$ cat src/rtl/bram_port_arbiter_if.sv
// Requester-side bus of bram_port_arbiter. Each request and response lane is flattened.
// Requester i occupies slice i of every vector.
interface bram_port_arbiter_if #(
  parameter int NUM_REQ = 4,
  parameter int ADDR_W  = 11,
  parameter int NUM_COL = 16,
  parameter int WIDTH   = 128
);
  logic [NUM_REQ-1:0]         req_valid;
  logic [NUM_REQ-1:0]         req_ready;
  logic [NUM_REQ*ADDR_W-1:0]  req_addr;
  logic [NUM_REQ*NUM_COL-1:0] req_bwe;
  logic [NUM_REQ*WIDTH-1:0]   req_wdata;
  logic [NUM_REQ-1:0]         rsp_valid;
  logic [NUM_REQ*WIDTH-1:0]   rsp_data;

  modport master (
    output req_valid, req_addr, req_bwe, req_wdata,
    input  req_ready, rsp_valid, rsp_data
  );

  modport slave (
    input  req_valid, req_addr, req_bwe, req_wdata,
    output req_ready, rsp_valid, rsp_data
  );
endinterface

$ cat src/rtl/bram_port_arbiter.sv
// Round-robin arbiter that shares the two ports of an output-registered, true dual-port,
// byte-write BRAM among NUM_REQ requesters. Each read response appears two cycles after
// its grant. Define BRAM_ARB_COLLISION_CHECK_EN to withhold port B when it pairs with
// port A on one address and either access is a write.
module bram_port_arbiter #(
  parameter int  NUM_REQ   = 4,
  parameter int  NUM_COL   = 16,
  parameter int  COL_WIDTH = 8,
  parameter int  DEPTH     = 2048,
  localparam int WIDTH     = NUM_COL * COL_WIDTH,
  // clogb2(DEPTH-1), never narrower than one bit
  localparam int ADDR_W    = (DEPTH > 1) ? $clog2(DEPTH) : 1
) (
  input  logic                  clk,
  input  logic                  rst,
  bram_port_arbiter_if.slave    req_if,
  output logic [ADDR_W-1:0]     ram_addra,
  output logic [ADDR_W-1:0]     ram_addrb,
  output logic [WIDTH-1:0]      ram_dina,
  output logic [WIDTH-1:0]      ram_dinb,
  output logic [NUM_COL-1:0]    ram_byte_wea,
  output logic [NUM_COL-1:0]    ram_byte_web,
  output logic                  ram_ena,
  output logic                  ram_enb,
  output logic                  ram_oreg_ena,
  output logic                  ram_oreg_enb,
  output logic                  ram_rsta,
  output logic                  ram_rstb,
  input  logic [WIDTH-1:0]      ram_douta,
  input  logic [WIDTH-1:0]      ram_doutb
);

  localparam int IDW = (NUM_REQ > 1) ? $clog2(NUM_REQ) : 1;

  typedef logic [IDW-1:0] id_t;
  typedef struct packed {
    logic vld;
    id_t  id;
  } tag_t;

  id_t                rr_ptr_q, rr_ptr_d;
  id_t                scan_idx;
  logic               cand_a, cand_b;
  id_t                id_a, id_b;
  logic [ADDR_W-1:0]  addr_a, addr_b;
  logic [NUM_COL-1:0] bwe_a, bwe_b;
  logic [WIDTH-1:0]   wdata_a, wdata_b;
  logic               collide;
  logic               gnt_a, gnt_b;
  logic [NUM_REQ-1:0] ready;
  logic [NUM_REQ-1:0] rsp_valid;
  logic [NUM_REQ*WIDTH-1:0] rsp_data;
  tag_t               s1a_d, s1b_d;
  tag_t               s1a_q, s1b_q, s2a_q, s2b_q;

  // Walk the requesters circularly from rr_ptr: first valid one -> port A, next -> port B.
  always_comb begin
    // NOTE: every always_comb output gets a default before any branch, so no latch is inferred.
    cand_a   = 1'b0;
    cand_b   = 1'b0;
    id_a     = '0;
    id_b     = '0;
    scan_idx = '0;
    for (int k = 0; k < NUM_REQ; k++) begin
      scan_idx = id_t'((int'(rr_ptr_q) + k) % NUM_REQ);
      if (!rst && req_if.req_valid[scan_idx]) begin
        if (!cand_a) begin
          cand_a = 1'b1;
          id_a   = scan_idx;
        end else if (!cand_b) begin
          cand_b = 1'b1;
          id_b   = scan_idx;
        end
      end
    end
  end

  assign addr_a  = req_if.req_addr [id_a*ADDR_W  +: ADDR_W];
  assign addr_b  = req_if.req_addr [id_b*ADDR_W  +: ADDR_W];
  assign bwe_a   = req_if.req_bwe  [id_a*NUM_COL +: NUM_COL];
  assign bwe_b   = req_if.req_bwe  [id_b*NUM_COL +: NUM_COL];
  assign wdata_a = req_if.req_wdata[id_a*WIDTH   +: WIDTH];
  assign wdata_b = req_if.req_wdata[id_b*WIDTH   +: WIDTH];

`ifdef BRAM_ARB_COLLISION_CHECK_EN
  assign collide = cand_a && cand_b && (addr_a == addr_b) && ((|bwe_a) || (|bwe_b));
`else
  assign collide = 1'b0;
`endif

  assign gnt_a = cand_a;
  assign gnt_b = cand_b && !collide;

  always_comb begin
    ready = '0;
    if (gnt_a) ready[id_a] = 1'b1;
    if (gnt_b) ready[id_b] = 1'b1;
  end
  assign req_if.req_ready = ready;

  // A withheld port-B candidate stays ahead of the pointer and wins port A next cycle.
  always_comb begin
    rr_ptr_d = rr_ptr_q;
    if (gnt_b)      rr_ptr_d = id_t'((int'(id_b) + 1) % NUM_REQ);
    else if (gnt_a) rr_ptr_d = id_t'((int'(id_a) + 1) % NUM_REQ);
  end

  assign ram_ena      = gnt_a;
  assign ram_enb      = gnt_b;
  assign ram_addra    = addr_a;
  assign ram_addrb    = addr_b;
  assign ram_dina     = wdata_a;
  assign ram_dinb     = wdata_b;
  assign ram_byte_wea = gnt_a ? bwe_a : '0;
  assign ram_byte_web = gnt_b ? bwe_b : '0;

  always_comb begin
    s1a_d = '{vld: gnt_a && (bwe_a == '0), id: id_a};
    s1b_d = '{vld: gnt_b && (bwe_b == '0), id: id_b};
  end

  // NOTE: state uses non-blocking assignments, and the reset is synchronous. Clearing both
  // tag stages drops any read that is still in flight.
  always_ff @(posedge clk) begin
    if (rst) begin
      rr_ptr_q <= '0;
      s1a_q    <= '0;
      s1b_q    <= '0;
      s2a_q    <= '0;
      s2b_q    <= '0;
    end else begin
      rr_ptr_q <= rr_ptr_d;
      s1a_q    <= s1a_d;
      s1b_q    <= s1b_d;
      s2a_q    <= s1a_q;
      s2b_q    <= s1b_q;
    end
  end

  assign ram_oreg_ena = s1a_q.vld && !rst;
  assign ram_oreg_enb = s1b_q.vld && !rst;
  assign ram_rsta     = rst;
  assign ram_rstb     = rst;

  always_comb begin
    rsp_valid = '0;
    rsp_data  = '0;
    if (!rst) begin
      if (s2a_q.vld) begin
        rsp_valid[s2a_q.id]                = 1'b1;
        rsp_data[s2a_q.id*WIDTH +: WIDTH]  = ram_douta;
      end
      if (s2b_q.vld) begin
        rsp_valid[s2b_q.id]                = 1'b1;
        rsp_data[s2b_q.id*WIDTH +: WIDTH]  = ram_doutb;
      end
    end
  end

  assign req_if.rsp_valid = rsp_valid;
  assign req_if.rsp_data  = rsp_data;

endmodule

$ cat src/flat_wrapper.sv
// flat-port wrapper written by rule: the top's interface ports become plain ports
module bram_port_arbiter_flat 
#(
  parameter int  NUM_REQ   = 4,
  parameter int  NUM_COL   = 16,
  parameter int  COL_WIDTH = 8,
  parameter int  DEPTH     = 2048,
  localparam int WIDTH     = NUM_COL * COL_WIDTH,
                                                 
  localparam int ADDR_W    = (DEPTH > 1) ? $clog2(DEPTH) : 1
)
  (clk, rst, ram_addra, ram_addrb, ram_dina, ram_dinb, ram_byte_wea, ram_byte_web, ram_ena, ram_enb, ram_oreg_ena, ram_oreg_enb, ram_rsta, ram_rstb, ram_douta, ram_doutb, req_if_req_valid, req_if_req_addr, req_if_req_bwe, req_if_req_wdata, req_if_req_ready, req_if_rsp_valid, req_if_rsp_data);
  bram_port_arbiter_if #(.NUM_REQ(NUM_REQ), .ADDR_W((11)), .NUM_COL(NUM_COL), .WIDTH((NUM_COL * COL_WIDTH))) req_if_i ();
  input  logic clk;
  input  logic rst;
  output logic [ADDR_W-1:0] ram_addra;
  output logic [ADDR_W-1:0] ram_addrb;
  output logic [WIDTH-1:0] ram_dina;
  output logic [WIDTH-1:0] ram_dinb;
  output logic [NUM_COL-1:0] ram_byte_wea;
  output logic [NUM_COL-1:0] ram_byte_web;
  output logic ram_ena;
  output logic ram_enb;
  output logic ram_oreg_ena;
  output logic ram_oreg_enb;
  output logic ram_rsta;
  output logic ram_rstb;
  input  logic [WIDTH-1:0] ram_douta;
  input  logic [WIDTH-1:0] ram_doutb;
  input wire logic [$bits(req_if_i.req_valid)-1:0] req_if_req_valid;
  input wire logic [$bits(req_if_i.req_addr)-1:0] req_if_req_addr;
  input wire logic [$bits(req_if_i.req_bwe)-1:0] req_if_req_bwe;
  input wire logic [$bits(req_if_i.req_wdata)-1:0] req_if_req_wdata;
  output wire logic [$bits(req_if_i.req_ready)-1:0] req_if_req_ready;
  output wire logic [$bits(req_if_i.rsp_valid)-1:0] req_if_rsp_valid;
  output wire logic [$bits(req_if_i.rsp_data)-1:0] req_if_rsp_data;
  assign req_if_i.req_valid = req_if_req_valid;
  assign req_if_i.req_addr = req_if_req_addr;
  assign req_if_i.req_bwe = req_if_req_bwe;
  assign req_if_i.req_wdata = req_if_req_wdata;
  assign req_if_req_ready = req_if_i.req_ready;
  assign req_if_rsp_valid = req_if_i.rsp_valid;
  assign req_if_rsp_data = req_if_i.rsp_data;
  bram_port_arbiter #(.NUM_REQ(NUM_REQ), .NUM_COL(NUM_COL), .COL_WIDTH(COL_WIDTH), .DEPTH(DEPTH)) u_core (.clk(clk), .rst(rst), .req_if(req_if_i), .ram_addra(ram_addra), .ram_addrb(ram_addrb), .ram_dina(ram_dina), .ram_dinb(ram_dinb), .ram_byte_wea(ram_byte_wea), .ram_byte_web(ram_byte_web), .ram_ena(ram_ena), .ram_enb(ram_enb), .ram_oreg_ena(ram_oreg_ena), .ram_oreg_enb(ram_oreg_enb), .ram_rsta(ram_rsta), .ram_rstb(ram_rstb), .ram_douta(ram_douta), .ram_doutb(ram_doutb));
endmodule
$ cat config.mk
export PLATFORM = sky130hd
export DESIGN_NAME = bram_port_arbiter_flat
export DESIGN_NICKNAME = d
export VERILOG_FILES = /design/src/rtl/bram_port_arbiter_if.sv /design/src/rtl/bram_port_arbiter.sv /design/src/flat_wrapper.sv
export SDC_FILE = /design/constraint.sdc
export NUM_CORES = 1
export LEC_CHECK = 0
export BUFFER_PORTS_ARGS = -buffer_cell sky130_fd_sc_hd__buf_4
export CAP_MARGIN = 40
export CORE_AREA = 3 3 673 675
export CTS_CLUSTER_DIAMETER = 30
export CTS_CLUSTER_SIZE = 12
export DETAILED_ROUTE_END_ITERATION = 8
export DIE_AREA = 0 0 676 678
export PLACE_DENSITY = 0.3
export SETUP_SLACK_MARGIN = 0.3
export SLEW_MARGIN = 20
export SYNTH_ARGS = -nofsm -noshare
export SYNTH_HDL_FRONTEND = slang
export SYNTH_SLANG_ARGS = --single-unit
$ cat constraint.sdc
create_clock -name clk -period 6.5 [get_ports clk]
set_input_delay 0.325 -clock clk [delete_from_list [all_inputs] [get_ports clk]]
set_output_delay 0.325 -clock clk [all_outputs]
set_load 0.02 [all_outputs]
* Yosys cells after proc, flatten, opt, wreduce, memory -nomap -nowiden
Cells that the tools add are included.
** Cells by class
- Shifts and indexed selects :: 10
- $mul :: 2
- Reductions and logical operators :: 16
- Mux-type cells :: 56
- Magnitude comparators :: 12
- Add/sub/neg operators :: 7
- Bitwise logic cells :: 3
** Operators by type and width (number)
- 512-bit 2-to-1 mux :: 4
- 128-bit by 34-bit variable shift with 512-bit output, first input constant :: 2
- 128-bit by 34-bit variable part select with 512-bit output :: 2
- 512-bit by 10-bit variable part select with 128-bit output :: 2
- 512-bit bitwise AND :: 1
- 512-bit bitwise mux :: 1
- 64-bit by 7-bit variable part select with 16-bit output :: 2
- 44-bit by 7-bit variable part select with 11-bit output :: 2
- 9-bit negator with 34-bit output :: 2
- 2-bit 2-to-1 mux :: 17
- 16-bit logical NOT :: 2
- 16-bit 2-to-1 mux :: 2
- 2-bit by 3-bit < comparator with 1-bit output, second input constant :: 8
- 4-bit 2-to-1 mux :: 6
- 1-bit 2-to-1 mux :: 18
- 1-bit logical AND :: 12
- 2-bit by 4-bit multiplier with 6-bit output, second input constant :: 2
- 1-bit binary-select mux with 2-bit select :: 4
- 1-bit demux with 2-bit select :: 4
- 2-bit by 1-bit greater-or-equal comparator with 1-bit output, second input constant :: 4
- 4-bit bitwise OR :: 2
- 2-bit by 1-bit adder with 2-bit output, second input constant :: 3
- 2-bit adder, second input constant :: 2
- 2-bit nonzero test :: 1
- 1-bit logical NOT :: 1
** Word-level totals
- Input port bits :: 882
- Register bits after elaboration :: 14
- Word-level logic and storage cells :: 115

* Longest topological paths before layout
- Depth in word-level cells :: 18
- Gate-level depth with buffers :: 15

* Least setup slack after synthesis
No wires, ideal clock.
- Path kind :: register -> output
- Start :: register u_core.rr_ptr_q[1]
- End :: output port req_if_req_ready[1]
- Data arrival time :: 3.290 ns
- Setup slack :: 2.885 ns
- Required time :: 6.175 ns
- Stages on the path, launching flop included :: 13
- Path through :: dfxtp_1 -> buf_6 -> mux2_2 -> a22oi_4 -> inv_2 -> ha_1 -> nor3b_1 -> nand2_1 -> a31oi_1 -> nor2_2 -> clkbuf_1 -> clkbuf_1 -> o32ai_1
** On the way
- Word-level cells in the longest chain between the ends :: 18
- Elaborated cells on any way between the ends :: 53
- Those cells by class :: 3 x add/sub; 4 x order compare; 39 x mux; 1 x bitwise; 6 x reduce/logical
** RTL lines
- from (decl) :: RTL line bram_port_arbiter.sv:41 : id_t rr_ptr_q, rr_ptr_d;
- from (signal assigned) :: RTL line bram_port_arbiter.sv:132 : rr_ptr_q <= rr_ptr_d;
- parallel branches: the longest is 17 deep, another holds 2-bit by 3-bit < comparator with 1-bit output
- 4-bit 2-to-1 mux (*) :: RTL line bram_port_arbiter.sv:97 : if (gnt_b) ready[id_b] = 1'b1;
- to (decl) :: RTL line flat_wrapper.sv:34 : output wire logic [$bits(req_if_i.req_ready)-1:0] req_if_req_ready;
Mark *: on every way between the ends. The select of a mux whose other input is x is not followed.

* Worst setup path in the final report
- Start :: register u_core.rr_ptr_q[1]
- End :: output port ram_dinb[39]
** On the way
- Word-level cells in the longest chain between the ends :: 13
- Elaborated cells on any way between the ends :: 31
- Those cells by class :: 3 x add/sub; 1 x shift; 23 x mux; 4 x reduce/logical
** RTL lines
- parallel branches: the longest is 11 deep, another holds 2-bit by 1-bit adder with 2-bit output
- 2-bit 2-to-1 mux (*) :: RTL line bram_port_arbiter.sv:66 : if (!rst && req_if.req_valid[scan_idx]) begin
- 512-bit by 10-bit variable part select with 128-bit output (*) :: RTL line bram_port_arbiter.sv:83 : assign wdata_b = req_if.req_wdata[id_b*WIDTH +: WIDTH];
- to (decl) :: RTL line flat_wrapper.sv:19 : output logic [WIDTH-1:0] ram_dinb;
Marked as above.

==> results.py <==
metrics = {
    "outcome": {
        "outcome": "complete, no violations",
    },
    "clocking": {
        "ctsResizeCount": 0,
        "cts_tree": "built",
        "worstSkewPairLatency_ns": 0.27,
        "post_cts_buffers": 0,
        "clkTransAtPathRegs_ns": 0.05,
        "cts_max_path_buffers": 2,
        "holdBufCountCts": 0,
        "cts_sinks": 14,
        "htreeDepth": 1,
        "cts_made_buffers": 3,
        "cts-root-buf": "clkbuf_16",
    },
    "sta": {
        "fin_crit_ns": 5.305,
        "tightest_slew_ns": 1.121,
        "slew_viol_final": 0,
        "hold_ws_ns": 0.4394,
        "fmax_mhz": 188.5,
        "relSlewSlack_pct": 25.25,
        "fin_tns_setup_ns": 0,
        "hold_viol_final": 0,
        "fin_skew_ns": 0.01119,
        "setup_viol_count_final": 0,
        "rsz0062_at_grt": "false",
        "final.setup.worst_slack_ns": 1.195,
        "fin_crit_sh_pct": 81.61,
    },
    "power": {
        "powerDensity_mw_per_mm2": 343.0,
        "power_mw": 13.08,
        "power_frac_comb_pct": 97.8,
        "p_leak_nw": 15.76,
        "power_switching_mw": 8.505,
        "p_clk_share_pct": 1.1,
        "pwr-share-seq_pct": 1.1,
        "p_int_mw": 4.578,
        "switching_share_pct": 65.01,
        "vdd_ir_drop_max_mv": 0.2350,
    },
    "routing": {
        "vias": 35730,
        "ant_nets": 0,
        "drt_first_pass_iters": 6,
        "wl_um": 371500,
        "dr.first_iter.drc_count": 3213,
        "via_per_inst": 3.271,
        "post_drt_wl_per_cell_um": 34.01,
        "drc": 0,
    },
    "placed_design": {
        "io_buffers": 1717,
        "place_congestion": 0.8961,
        "pre_cts_ws_ns": 1.375,
        "dp_hpwl_um": 325300,
        "place_area_mm2": 0.03790,
        "dp_cells": 10860,
    },
    "global_routing": {
        "antenna_found_initial": 264,
        "grt_pass1_vias": 33860,
        "grt_max_degree": 198,
        "grt_pass1_wl_um": 446700,
        "track_usage_pct": 15.30,
        "overflow": 0,
    },
    "logic_synthesis": {
        "yosysWarnings": 0,
        "syn_inst": 3495,
        "synth.top_cells.by_count": "nand2_1, nor2_1, a22oi_1",
        "yosys-top-cells-area": "nand2_1, a22oi_1, nor2_1, and3_1, a31oi_1",
        "syn_nets": 4390,
        "ys_seq_elements": 14,
        "synth_most_common_cell": "nand2_1",
        "synth_edf_count": 0,
        "yosys.area.top_type": "nand2_1",
        "synth_ff_type": "dfxtp_1",
        "synthArstFlopShare_pct": 0,
        "synth_cell_types": 81,
        "syn-cell-area_mm2": 0.01798,
        "seq_area_frac_synth_pct": 1.559,
        "post-synth-top-area-fraction_pct": 24.74,
        "syn_area_per_cell_um2": 5.145,
    },
    "die": {
        "core_mm2": 0.4482,
        "row_count": 246,
        "die_area_mm2": 0.4583,
        "die_x_um": 676,
        "initial_core_util_pct": 4.013,
        "die_y_um": 678,
        "ios": 1718,
    },
    "final_layout": {
        "fin_util_pct": 8.511,
        "final_layout_size_suffix_gt1_share_pct": 37.64,
        "areaGrowthSynthToFinish_pct": 112.1,
        "fin_cells": 10920,
        "stdcell_area_mm2": 0.03814,
        "fill_cells": 53610,
        "final_nets": 5808,
    },
    "worst_setup_path": {
        "crit_path_end_kind": "output port",
        "arrival_ns": 4.98,
        "path_class": "reg -> out",
        "cp_max_fo": 60,
        "crit_required_ns": 6.17,
        "startpoint_type": "flip-flop",
    },
    "run": {
        "cap_violations": 0,
    },
    "min_path": {
        "hp-class": "reg -> reg",
    },
}
[placed cells by master (no fill, tap or decap), drive strengths merged, types with 12 or more instances in the layout]
master,n
buf,1805
nand2,1185
nor2,537
a22oi,516
and3,296
a31oi,282
diode,59
a21oi,27
mux2i,23
inv,15
dfxtp,14
o21ai,14
nor3,14
ha,13
and2,13
nor4,13
nor2b,12
[final timing paths]
kind                                                 startpoint                    endpoint  slack (ns)  cells after the start
worst max-delay path            u_core.rr_ptr_q[1]$_SDFFE_PP0P_                ram_dinb[39]        1.20                     10
worst min register to register       u_core.s1a_q[0]$_SDFF_PP0_  u_core.s2a_q[0]$_SDFF_PP0_        0.44                      1
worst max register to register  u_core.rr_ptr_q[1]$_SDFFE_PP0P_  u_core.s1a_q[2]$_SDFF_PP0_        1.97                     10
worst min-delay path                 u_core.s1a_q[0]$_SDFF_PP0_  u_core.s2a_q[0]$_SDFF_PP0_        0.44                      1
[final cells by class]
class / count / area, um2 / share of cell area (%)
Tap cell: 5952 / 7447 / 19.52
Sequential cell: 14 / 280.3 / 0.7348
Multi-Input combinational cell: 3072 / 16150 / 42.35
Clock buffer: 4 / 88.84 / 0.2329
Antenna cell: 59 / 147.6 / 0.3871
Timing Repair Buffer: 1806 / 13940 / 36.55
Inverter: 16 / 82.58 / 0.2165
[power by group through the flow]
stage	combinational, mW	clock (mW)	sequential [mW]
after floorplan	6.35	0	0.117
after detailed placement	13.0	0	0.149
after global placement	13.1	0	0.166
after global routing	13.6	0.151	0.151
final	12.8	0.145	0.146
after CTS	13.1	0.149	0.147
[state kept, by name (all words and copies together), names as in the netlist]
name	count
u_core.s2b_q	3
u_core.s2a_q	3
u_core.s1b_q	3
u_core.rr_ptr_q	2
u_core.s1a_q	3
[logic make-up (layout without fill, tap and decap cells)]
logic type / after synthesis / in the layout / synth area share [%]
mux: 32 / 32 / 2.310
buf+inv: 409 / 1826 / 9.059
other cells: 0 / 59 / 0
simple gates: 2113 / 2113 / 49.77
xor+xnor: 4 / 4 / 0.1948
flops: 14 / 14 / 1.559
fa+ha+maj: 14 / 14 / 0.9602
compound gates: 909 / 909 / 36.15
[critical path: stages, from the launching register on]
cell and delay (ns):
dfxtp_1 0.81, mux2i_1 0.51, a2bb2oi_2 0.64, nand2_1 0.16, a32o_1 0.31, a211oi_4 0.50, buf_4 0.26, inv_8 0.10
buf_12 0.38, a31oi_1 0.49, buf_4 0.27
[per-layer routing]
metal | wire, um | share of wire, % | GRT usage (%)
met3 | 23940 | 6.4 | 3.548
met1 | 126700 | 34 | 15.32
met5 | 636 | 0.17 | 0
met4 | 14170 | 3.8 | 4.619
met2 | 206100 | 55 | 30.63
(Power assumes the default switching activity.)
